File: src/rtl/spi_audio_pkg.sv
// rtl/spi_audio_pkg.sv - shared types, default parameters and helpers for the SPI audio receiver
package spi_audio_pkg;

    typedef enum logic [1:0] {
        IDLE,
        SHIFT,
        PUSH
    } rx_state_t;

    localparam int DEF_DATA_W      = 16;
    localparam int DEF_CHANNELS    = 2;
    localparam int DEF_FIFO_DEPTH  = 8;
    localparam int DEF_SYNC_STAGES = 2;
    localparam int DEF_MSB_FIRST   = 1;
    localparam int DEF_SAMPLE_EDGE = 0;

    // Mono still carries a one-bit tag so the port never collapses to zero width.
    function automatic int chan_width(input int channels);
        return (channels > 1) ? $clog2(channels) : 1;
    endfunction

endpackage

File: src/rtl/sync_fifo.sv
// rtl/sync_fifo.sv - first-word-fall-through FIFO with same-cycle push+pop when full
module sync_fifo #(
    parameter int WIDTH = 8,
    parameter int DEPTH = 8
) (
    input  logic                     i_clk,
    input  logic                     i_reset,
    input  logic                     i_push,
    input  logic [WIDTH-1:0]         i_wdata,
    input  logic                     i_pop,
    output logic [WIDTH-1:0]         o_rdata,
    output logic                     o_full,
    output logic                     o_empty,
    output logic                     o_drop,
    output logic [$clog2(DEPTH):0]   o_level
);

    localparam int AW = $clog2(DEPTH);
    localparam int CW = AW + 1;

    logic [WIDTH-1:0] r_mem [DEPTH];
    logic [AW-1:0]    r_wr_ptr;
    logic [AW-1:0]    r_rd_ptr;
    logic [CW-1:0]    r_count;
    logic             w_rd_ok;
    logic             w_wr_ok;

    assign o_empty = (r_count == '0);
    assign o_full  = (r_count == CW'(DEPTH));
    assign w_rd_ok = i_pop && !o_empty;
    // A pop in the same cycle frees the slot, so a full FIFO still accepts the write.
    assign w_wr_ok = i_push && (!o_full || w_rd_ok);
    assign o_drop  = i_push && !w_wr_ok;
    assign o_level = r_count;
    assign o_rdata = o_empty ? '0 : r_mem[r_rd_ptr];

    always_ff @(posedge i_clk or posedge i_reset) begin
        if (i_reset) begin
            r_wr_ptr <= '0;
            r_rd_ptr <= '0;
            r_count  <= '0;
        end else begin
            if (w_wr_ok) r_wr_ptr <= r_wr_ptr + AW'(1);
            if (w_rd_ok) r_rd_ptr <= r_rd_ptr + AW'(1);
            case ({w_wr_ok, w_rd_ok})
                2'b10:   r_count <= r_count + CW'(1);
                2'b01:   r_count <= r_count - CW'(1);
                default: r_count <= r_count;
            endcase
        end
    end

    always_ff @(posedge i_clk) begin
        if (w_wr_ok) r_mem[r_wr_ptr] <= i_wdata;
    end

endmodule

File: src/rtl/spi_audio_rx_fifo.sv
// rtl/spi_audio_rx_fifo.sv - SPI-slave PCM deserialiser with channel tagging and output FIFO
module spi_audio_rx_fifo
    import spi_audio_pkg::*;
#(
    parameter int DATA_W      = DEF_DATA_W,
    parameter int CHANNELS    = DEF_CHANNELS,
    parameter int FIFO_DEPTH  = DEF_FIFO_DEPTH,
    parameter int SYNC_STAGES = DEF_SYNC_STAGES,
    parameter int MSB_FIRST   = DEF_MSB_FIRST,
    parameter int SAMPLE_EDGE = DEF_SAMPLE_EDGE
) (
    input  logic                              clock_max,
    input  logic                              reset,
    input  logic                              sclk_in,
    input  logic                              mosi_in,
    input  logic                              active_in,
    input  logic                              clear_errors,
    input  logic                              sample_ready,
    output logic [DATA_W-1:0]                 sample_data,
    output logic [chan_width(CHANNELS)-1:0]   sample_chan,
    output logic                              sample_valid,
    output logic [$clog2(FIFO_DEPTH):0]       fifo_level,
    output logic                              overflow,
    output logic                              frame_error
);

    localparam int CHAN_W = chan_width(CHANNELS);
    localparam int CNT_W  = $clog2(DATA_W) + 1;

    logic [SYNC_STAGES-1:0] r_sclk_sync;
    logic [SYNC_STAGES-1:0] r_mosi_sync;
    logic [SYNC_STAGES-1:0] r_act_sync;
    logic                   r_sclk_d;
    logic                   r_sclk_dd;
    logic                   r_mosi_d;
    logic                   r_act_d;
    logic                   r_strobe;
    logic                   r_bit;
    logic                   r_act_q;
    logic                   r_act_qd;

    rx_state_t              r_state;
    rx_state_t              w_state_next;
    logic [DATA_W-1:0]      r_shift;
    logic [CNT_W-1:0]       r_bit_cnt;
    logic [CHAN_W-1:0]      r_chan;
    logic [DATA_W-1:0]      r_push_word;
    logic [CHAN_W-1:0]      r_push_chan;
    logic                   r_ovf;
    logic                   r_ferr;

    logic                   w_edge;
    logic                   w_act_rise;
    logic                   w_last_bit;
    logic [DATA_W-1:0]      w_shift_next;
    logic [CHAN_W-1:0]      w_chan_next;
    logic                   w_start;
    logic                   w_shift_en;
    logic                   w_latch;
    logic                   w_push;
    logic                   w_set_ferr;
    logic                   w_drop;
    logic                   w_full;
    logic                   w_empty;
    logic [CHAN_W+DATA_W-1:0] w_rd_word;

    // Edge detect, mosi and active share one pipeline so they stay cycle-aligned with the strobe.
    assign w_edge       = (SAMPLE_EDGE == 0) ? (r_sclk_d & ~r_sclk_dd) : (~r_sclk_d & r_sclk_dd);
    assign w_act_rise   = r_act_q & ~r_act_qd;
    assign w_last_bit   = (r_bit_cnt == CNT_W'(DATA_W - 1));
    assign w_shift_next = (MSB_FIRST != 0) ? {r_shift[DATA_W-2:0], r_bit}
                                           : {r_bit, r_shift[DATA_W-1:1]};
    assign w_chan_next  = (r_chan == CHAN_W'(CHANNELS - 1)) ? '0 : r_chan + CHAN_W'(1);

    always_comb begin
        w_state_next = r_state;
        w_start      = 1'b0;
        w_shift_en   = 1'b0;
        w_latch      = 1'b0;
        w_push       = 1'b0;
        w_set_ferr   = 1'b0;
        case (r_state)
            IDLE: begin
                if (w_act_rise) begin
                    w_start      = 1'b1;
                    w_state_next = SHIFT;
                end
            end
            SHIFT: begin
                if (r_strobe) begin
                    w_shift_en = 1'b1;
                    if (w_last_bit) begin
                        w_latch      = 1'b1;
                        w_state_next = PUSH;
                    end else if (!r_act_q) begin
                        w_set_ferr   = 1'b1;
                        w_state_next = IDLE;
                    end
                end else if (!r_act_q) begin
                    w_set_ferr   = (r_bit_cnt != '0);
                    w_state_next = IDLE;
                end
            end
            PUSH: begin
                w_push       = 1'b1;
                w_state_next = r_act_q ? SHIFT : IDLE;
            end
            default: w_state_next = IDLE;
        endcase
    end

    always_ff @(posedge clock_max or posedge reset) begin
        if (reset) begin
            r_sclk_sync <= '0;
            r_mosi_sync <= '0;
            r_act_sync  <= '0;
            r_sclk_d    <= 1'b0;
            r_sclk_dd   <= 1'b0;
            r_mosi_d    <= 1'b0;
            r_act_d     <= 1'b0;
            r_strobe    <= 1'b0;
            r_bit       <= 1'b0;
            r_act_q     <= 1'b0;
            r_act_qd    <= 1'b0;
            r_state     <= IDLE;
            r_shift     <= '0;
            r_bit_cnt   <= '0;
            r_chan      <= '0;
            r_push_word <= '0;
            r_push_chan <= '0;
            r_ovf       <= 1'b0;
            r_ferr      <= 1'b0;
        end else begin
            r_sclk_sync <= {r_sclk_sync[SYNC_STAGES-2:0], sclk_in};
            r_mosi_sync <= {r_mosi_sync[SYNC_STAGES-2:0], mosi_in};
            r_act_sync  <= {r_act_sync[SYNC_STAGES-2:0], active_in};
            r_sclk_d    <= r_sclk_sync[SYNC_STAGES-1];
            r_sclk_dd   <= r_sclk_d;
            r_mosi_d    <= r_mosi_sync[SYNC_STAGES-1];
            r_act_d     <= r_act_sync[SYNC_STAGES-1];
            r_strobe    <= w_edge;
            r_bit       <= r_mosi_d;
            r_act_q     <= r_act_d;
            r_act_qd    <= r_act_q;
            r_state     <= w_state_next;

            if (w_start) begin
                r_shift   <= '0;
                r_bit_cnt <= '0;
                r_chan    <= '0;
            end
            if (w_shift_en) begin
                r_shift   <= w_shift_next;
                r_bit_cnt <= r_bit_cnt + CNT_W'(1);
            end
            if (w_latch) begin
                r_push_word <= w_shift_next;
                r_push_chan <= r_chan;
            end
            if (w_push) begin
                r_bit_cnt <= '0;
                r_chan    <= w_chan_next;
            end

            // A new event wins over a coincident clear.
            r_ovf  <= w_drop     | (r_ovf  & ~clear_errors);
            r_ferr <= w_set_ferr | (r_ferr & ~clear_errors);
        end
    end

    sync_fifo #(
        .WIDTH (CHAN_W + DATA_W),
        .DEPTH (FIFO_DEPTH)
    ) u_fifo (
        .i_clk   (clock_max),
        .i_reset (reset),
        .i_push  (w_push),
        .i_wdata ({r_push_chan, r_push_word}),
        .i_pop   (sample_ready),
        .o_rdata (w_rd_word),
        .o_full  (w_full),
        .o_empty (w_empty),
        .o_drop  (w_drop),
        .o_level (fifo_level)
    );

    assign sample_data  = w_rd_word[DATA_W-1:0];
    assign sample_chan  = w_rd_word[DATA_W +: CHAN_W];
    assign sample_valid = !w_empty;
    assign overflow     = r_ovf;
    assign frame_error  = r_ferr;

endmodule
File: config.mk
export PLATFORM = sky130hd
export DESIGN_NAME = spi_audio_rx_fifo
export DESIGN_NICKNAME = d
export VERILOG_FILES = /design/src/rtl/spi_audio_pkg.sv /design/src/rtl/sync_fifo.sv /design/src/rtl/spi_audio_rx_fifo.sv
export SDC_FILE = /design/constraint.sdc
export NUM_CORES = 1
export LEC_CHECK = 0
export BUFFER_PORTS_ARGS = -buffer_cell sky130_fd_sc_hd__buf_2
export CORE_ASPECT_RATIO = 1.1
export CORE_UTILIZATION = 34
export CTS_BUF_LIST = sky130_fd_sc_hd__clkbuf_16
export DETAILED_ROUTE_END_ITERATION = 8
export RECOVER_POWER = 25
export SYNTH_ARGS = -nofsm -noshare
export SYNTH_HDL_FRONTEND = slang
export SYNTH_SLANG_ARGS = --single-unit
File: constraint.sdc
create_clock -name clock_max -period 5.55 [get_ports clock_max]
set_input_delay 0.2775 -clock clock_max [delete_from_list [all_inputs] [get_ports clock_max]]
set_output_delay 0.2775 -clock clock_max [all_outputs]
set_load 0.03 [all_outputs]
==> results_dict.tcl <==
set metrics [dict create \
    cts_buffer_depth 3 \
    dieHeight_um 161.7 \
    p_total_uw 4094 \
    synthCells 431 \
    place_congestion 0.7322 \
    area_delta_synth_final_pct 15.09 \
    rsz0062_at_grt "false" \
    initial_core_util_pct 34.60 \
    cts.sinks 202 \
    ios 31 \
    grt_pass1_wl_mm 23.54 \
    synthesis.area_um2 7884 \
    hp-class "input pin to flop" \
    num_vias 3812 \
    avgSynthCellArea_um2 18.29 \
    maxSlewViolCount 67 \
    drtIter0Drc 264 \
    regArea_um2 5738 \
    clk_latency_ns 0.48 \
    multi_input_area_um2 1966 \
    required_ns 5.04 \
    worst_setup_path_start_kind "input pin" \
    yosys_register_bits 202 \
    yosys_warnings 0 \
    cts_buffers 21 \
    die_area_um2 23800 \
    final_cells 790 \
    port-buffer-count 30 \
    status "finished with violations" \
    drt-total-wl_mm 14.14 \
    final_util_pct 39.82 \
    maxCapViolCount 1 \
    ctsResizeCount 0 \
    layout_min_cycle_time_ns 3.476 \
    fmax_mhz 287.7 \
    num_rows 58 \
    dp.cells 750 \
    seq_area_frac_synth_pct 72.75 \
    crit_slowest_cell "clkbuf_1" \
    hpwl_mm 8.309 \
    cts.root.buffer_cell "clkbuf_16" \
    setup_viol 0 \
    final_antenna_net_count 0 \
    htreeDepth 1 \
    p_per_area_nw_per_um2 451.2 \
    synth_edf_count 136 \
    critPathKind "input pin to async pin" \
    synth_top_area_share_pct 51.80 \
    cpPeakStageDelay_ns 2.50 \
    fp.dieW_um 147.2 \
    tightest_slew_ns 3.592 \
    drc_errors 0 \
    wl_per_cell_um 17.89 \
    crit_chain "buf_2, inv_1, clkbuf_1" \
    cp.arrival_ns 2.96 \
    worst_hold_slack_ns 0.02327 \
    synth_async_sr_flop_share_pct 32.67 \
    grt_usage_pct 12.71 \
    worstPathMaxFanout 66 \
    fin_skew_ns 0.008802 \
    synth_fp_nets 446 \
    setup_tns_ns 0 \
    ys_types 41 \
    core-area_um2 22790 \
    clk_pin_slew_ns 0.06 \
    cts_tree "done" \
    layout.nets 491 \
    grt_pass1_vias 4181 \
    nFillCells 2078 \
    finalHoldViolCount 0 \
    synth_area_leader_cell "edfxtp_1" \
    violations "max-capacitance violations, max-slew violations" \
    grt_antenna_before_repair 0 \
    power.leakage_uw 0.003509 \
    antenna_cells 0 \
    grt-ovfl-total 0 \
    fin_crit_sh_pct 62.63 \
    synth_area_leaders "edfxtp_1, dfrtp_1, mux4_2, mux2_4, a22o_1" \
    slew_headroom_pct -139.4 \
    synthFlopType "edfxtp_1" \
    end_kind "async pin" \
    drive_above_1_share_pct 25.92 \
    max-vdd-ir-drop_mv 0.2152 \
    routed_via_density 4.825 \
    drtPass1Iterations 4 \
    grt_max_degree 67 \
]
## cells by family (layout without fill, tap and decap cells)
logic type	count (synthesis)	count (layout)	synth area share [%]
flip-flops	202	202	72.75
buffers and inverters	46	105	2.968
XOR/XNOR	9	9	0.9998
AO/OA/AOI/OAI	55	55	4.714
adder cells (fa/ha/maj)	8	8	1.270
multiplexers	54	54	13.19
AND/OR/NAND/NOR	57	57	4.111
## per-layer routing
| layer | track usage (%) | wire length [um] | vias up |
|---|---|---|---|
| met5 | 0 | 0 | - |
| met1 | 16.13 | 6127 | 1985 |
| met3 | 2.107 | 544 | 19 |
| met2 | 22.36 | 7211 | 54 |
| li1 | - | - | 1754 |
| met4 | 3.608 | 252 | 0 |
## synth_stat cells (4+ instances only)
master,instances
nand2b_1,5
inv_1,28
o21ai_1,13
nand2_1,8
mux2_4,9
ha_1,8
buf_2,5
xor2_1,5
mux4_1,4
buf_6,6
edfxtp_1,136
dfrtp_1,66
nand3_1,20
o21ai_0,12
a22o_1,15
nor3_1,6
xnor2_1,4
mux2_2,11
nor2_1,4
o21a_1,4
mux4_2,30
a21oi_1,5
## path summary, 6_finish.rpt
check | startpoint | to | slack [ns] | cells past startpoint
max | reset | u_fifo.r_rd_ptr[1] | 2.07 | 3
min | clear_errors | overflow | 0.02 | 2
max reg2reg | u_fifo.o_level[1] | u_fifo.o_level[2] | 2.48 | 11
min reg2reg | r_sclk_sync[0] | r_sclk_sync[1] | 0.35 | 0
max in group clock_max | u_fifo.o_level[1] | sample_data[10] | 2.20 | 5
min in group asynchronous | reset | r_mosi_sync[0] | 1.16 | 3
## registers in the layout, indices dropped and copies added, names as in the netlist, 3 cells and up
register	flops
u_fifo.r_mem	136
r_push_word	16
r_shift	15
r_bit_cnt	5
u_fifo.o_level	4
u_fifo.r_rd_ptr	3
u_fifo.r_wr_ptr	3
## where the power goes
group | total (uW) | internal [uW] | switching [uW]
Sequential | 1760 | 1630 | 125
Clock | 1330 | 790 | 542
Combinational | 1010 | 428 | 578
## worst max-delay path: cells and delay by family
kind                   cells  cell delay [ns]
buffers and inverters      3             2.63
## placed cells by master, fill, tap and decap left out, types with 3 or more instances in the layout
master | netlist | layout
dfrtp_1 | 66 | 64
ha_1 | 8 | 8
mux2_2 | 11 | 11
a22o_1 | 15 | 15
clkinv_2 | 0 | 3
xnor2_1 | 4 | 4
o21ai_0 | 12 | 12
nor2_1 | 4 | 4
buf_2 | 5 | 30
mux2_4 | 9 | 9
nand2_1 | 8 | 8
o21a_1 | 4 | 4
o21ai_1 | 13 | 13
xor2_1 | 5 | 5
clkinv_1 | 0 | 3
edfxtp_1 | 136 | 136
mux4_1 | 4 | 4
inv_1 | 28 | 32
clkbuf_16 | 0 | 23
dlygate4sd3_1 | 0 | 3
nand2b_1 | 5 | 5
nor3_4 | 1 | 5
buf_4 | 2 | 5
nand3_1 | 20 | 20
mux4_2 | 30 | 30
a21oi_1 | 5 | 5
## layout make-up
| class | instances | share of cell area [%] |
|---|---|---|
| timing repair buffer | 39 | 2.441 |
| clock buffer | 23 | 6.343 |
| tap | 300 | 4.137 |
| clock inverter | 14 | 0.9790 |
| multi-input combinational | 183 | 21.66 |
| inverter | 29 | 1.200 |
| sequential | 202 | 63.24 |
## through the flow
step | area (um^2) | worst slack [ns]
3_3_place_gp | 8383 | 2.576
2_1_floorplan | 7884 | 2.379
4_1_cts | 9077 | 2.033
6_report | 9074 | 2.074
5_1_grt | 9074 | 1.181
3_5_place_dp | 8383 | 2.450
## timing repair
| item | in CTS | in global routing |
|---|---|---|
| buffers inserted | 0 | 0 |
| hold endpoints to repair | 3 | 0 |
| hold buffers | 3 | 0 |
Power figures use the tool's default switching activity.
